`config.mk`:
```
export PLATFORM = sky130hd
export DESIGN_NAME = simple_stim_chk_lfsr
export DESIGN_NICKNAME = d
export VERILOG_FILES = /design/src/rtl/simple_stim_chk_pkg.sv /design/src/rtl/simple_stim_chk_lfsr.sv
export SDC_FILE = /design/constraint.sdc
export NUM_CORES = 1
export LEC_CHECK = 0
export BUFFER_PORTS_ARGS = -buffer_cell sky130_fd_sc_hd__buf_2
export CAP_MARGIN = 20
export CORE_AREA = 4 4 41 43
export CTS_CLUSTER_SIZE = 12
export DETAILED_ROUTE_END_ITERATION = 8
export DIE_AREA = 0 0 45 47
export PLACE_DENSITY = 0.66
export REMOVE_ABC_BUFFERS = 1
export SYNTH_ARGS = -nofsm -noshare
export SYNTH_HDL_FRONTEND = slang
export SYNTH_SLANG_ARGS = --single-unit
```
`constraint.sdc`:
```
create_clock -name clk -period 1.2 [get_ports clk]
set_input_delay 0.06 -clock clk [delete_from_list [all_inputs] [get_ports clk]]
set_output_delay 0.06 -clock clk [all_outputs]
set_load 0.05 [all_outputs]
```
`src/rtl/simple_stim_chk_pkg.sv`:
```
// Shared types and constants for the simple_stim_chk stimulus/checker.
// The LFSR step function lives here so the generator and any future users agree on the sequence.
package simple_stim_chk_pkg;

  typedef enum logic [2:0] {
    S_IDLE  = 3'd0,
    S_INIT  = 3'd1,
    S_RUN   = 3'd2,
    S_DRAIN = 3'd3,
    S_DONE  = 3'd4
  } state_e;

  localparam int unsigned INIT_CYCLES  = 2;
  localparam logic [15:0] LFSR_TAPS    = 16'hB400;
  localparam logic [15:0] DEFAULT_SEED = 16'hACE1;

  // Mask bit 15 is tap 16. Tap 16 is the bit about to be shifted out (bit 0),
  // so the mask is mirrored before it is applied to the state.
  function automatic logic [15:0] lfsr_next(input logic [15:0] s);
    logic [15:0] rev;
    rev = {<<{LFSR_TAPS}};
    return {^(s & rev), s[15:1]};
  endfunction

endpackage

```
`src/rtl/simple_stim_chk_lfsr.sv`:
```
// 16-bit Fibonacci LFSR that shifts toward bit 0, with synchronous load and advance.
// A zero seed is replaced by 16'h0001 so the register can never lock up.
module simple_stim_chk_lfsr
  import simple_stim_chk_pkg::*;
#(
  parameter logic [15:0] SEED = DEFAULT_SEED
) (
  input  logic       clk,
  input  logic       rst_n,
  input  logic       load,
  input  logic       advance,
  output logic [1:0] bits
);

  localparam logic [15:0] LOAD_VAL = (SEED == 16'h0000) ? 16'h0001 : SEED;

  logic [15:0] lfsr_q;
  logic [15:0] lfsr_d;

  always_comb begin
    lfsr_d = lfsr_q;
    if (load) begin
      lfsr_d = LOAD_VAL;
    end else if (advance) begin
      lfsr_d = lfsr_next(lfsr_q);
    end
  end

  always_ff @(posedge clk) begin
    if (!rst_n) begin
      lfsr_q <= LOAD_VAL;
    end else begin
      lfsr_q <= lfsr_d;
    end
  end

  assign bits = lfsr_q[1:0];

endmodule

```
==> flow_summary.ini <==
[status]
result_of_the_run = complete, no violations

[die]
io_pins = 6
floorplan.rows = 13
chipWidth_um = 45
core_area_um2 = 1301
floorplan.die.height_um = 47
die-area_um2 = 2115
initial_utilization_pct = 48.17

[finish]
layout.nets = 69
largest_register_ff_count = 16
layout.cells.non_filler = 79
largest_register = lfsr_q
finish.instance_area_um2 = 671.9
fraction_of_layout_cells_with_a_size_suffix_above_1_pct = 17.19
inserted_diodes = 0
layout-area-overhead-vs-synth_pct = 7.186
biggestRegsByFlops = lfsr_q (16)

[worst_setup_path]
critical-path-slowest-cell = dfxtp_1
critical_path.endpoint_type = primary output
worst-endpoint-arrival_ns = 0.94
cp.required_ns = 1.14
max_stage_delay_ns = 0.38
crit_fanout = 3
critical_path.cell_chain = buf_2
crit_path_start_kind = flop
critical_path_buf_inv_count = 1
path_delay_family = flip-flops
worstSetupPathType = flop to primary output

[power]
totalPowerFinal_uw = 969.8
max-vdd-ir-drop_mv = 1.107
power.density_cell_area_nw_per_um2 = 1443
p_leak_nw = 0.2979

[synthesis]
ys_seq_area_share_pct = 51.10
synthesis.yosys.warnings = 0
synth.avg_cell_area_um2 = 10.62
synth-edff-count = 0
cell_accounting_for_the_most_synthesized_area = dfxtp_1
synth.most_common_cell = dfxtp_1
postSynth.topFlopCell = dfxtp_1
ys_async_sr_fraction_pct = 0
synth.top_cell.area_share_pct = 51.10
synth_cells = 59
ys_seq_elements = 16
netlist-cell-type-count = 14
synth_commonest_cells = dfxtp_1, mux2i_1, nor2_1
post_synth_instance_area_um2 = 626.9
yosys-top-cells-area = dfxtp_1, mux2i_1, nor2_1, nand2_1, xnor2_1

[routing]
drt_iter0_drc = 9
wl_met3_um = 41
wirelength_met1_um = 445
drt-total-wl_um = 860
drt_first_pass_iters = 4
avgRoutedWirePerCell_um = 10.89
num_vias = 384
drtAntennaViolNets = 0
highest_layer = met4
avgViaCountPerCell = 4.861
met2_wirelength_um = 362
drc_errors = 0

[job]
max-cap-violations = 0

[sta]
finalCriticalPeriod_ns = 0.9978
setup_viol = 0
number_of_max_slew_violations_in_the_final_report = 0
tightest_pin_transition_ns = 0.4568
setup_total_negative_slack_ns = 0
timing_hold_violations_final = 0
maxSlewHeadroom_pct = 69.55
timing.final.crit_share_pct = 83.15
timing.clock.skew_ns = 0.007170
final.hold.worst_slack_ns = 0.02523
setup_repair_after_global_routing_missed_its_margin = no
max_clock_freq_ghz = 1.002

[placed_design]
placement.cell_area_um2 = 635.6
dp.final_hpwl_um = 596.6
placedCellCount = 75
place_congestion = 0.6636
port_buffers = 5

[clocking]
cts_tree = built
cts.sinks = 16
max-clock-path-buffers = 2
cts.clk_slew.worst_paths_ns = 0.09
ctsResizeCount = 0
clk-insertion-delay-late_ns = 0.28
numCtsBuffers = 3
post-cts-setup-buffers = 0
cts.hold.buffers_added = 0
cts_root_buf = clkbuf_4
cts.htree.levels = 1

[global_routing]
grt.total_usage_pct = 10.67
largest_net_degree_at_the_start_of_global_routing = 18
grt_first_pass_wirelength_um = 1566
global_route.overflow_total = 0
first_global_vias = 350
antenna_found_initial = 0

[worst_hold_path]
hold_path_class = input pin to flop
cells in the final DEF (no fill, tap or decap):
cell type  netlist  routed
nor3_1           1       1
nor2_1           8       8
nor2b_1          1       1
clkbuf_8         0       1
buf_4            2       2
buf_2            1       5
dfxtp_1         16      16
mux2i_1         15      15
xnor2_1          3       3
clkbuf_4         0       3
nand2_1          7       7
a31oi_1          1       1
nand2b_1         1       1
worst min-delay path: stages:
cell and delay (ns):
buf_2 0.09, nor2b_1 0.07, nand2_1 0.06
cells by family after synthesis:
family,after synthesis,synth area share [%]
simple gates,18,11.78
flops,16,51.10
mux,15,23.95
buf+inv,6,7.981
xor+xnor,3,4.192
compound gates,1,0.9986
worst paths after layout:
path                           startpoint                      end  slack [ns]  cells past startpoint
setup reg to reg   lfsr_q[0]$_SDFFE_PP1P_  lfsr_q[15]$_SDFFE_PP1P_        0.30                      3
hold / removal                       load   lfsr_q[0]$_SDFFE_PP1P_        0.03                      3
setup / recovery   lfsr_q[0]$_SDFFE_PP1P_                  bits[0]        0.20                      1
hold reg to reg   lfsr_q[10]$_SDFFE_PP1P_  lfsr_q[10]$_SDFFE_PP1P_        0.48                      2
routing by layer:
metal	global-route usage (%)	up-vias
met5	0	-
met4	3.509	0
met3	6.897	2
met2	14.97	6
met1	13.26	175
li1	-	201
metrics by stage:
step,util [%],worst slack [ns]
2_1_floorplan,-,0.02437
3_3_place_gp,48.85,0.3258
3_5_place_dp,48.85,0.3223
4_1_cts,51.63,0.1836
5_1_grt,51.63,0.1251
6_report,51.63,0.2022
final cells by class:
class | instances | area (um2)
clock buffers | 4 | 36.28
repair buffers | 7 | 40.04
flip-flops and latches | 16 | 320.3
multi-input cells | 37 | 256.5
fillers | 118 | 629.4
well taps | 15 | 18.77
power breakdown:
group	switching [mW]	leakage [nW]	internal, mW
registers	0.00931	0.131	0.548
clock network	0.151	0.0210	0.184
logic	0.0412	0.146	0.0361
total	0.202	0.298	0.768
No activity file was read; power rests on OpenSTA's default activity.
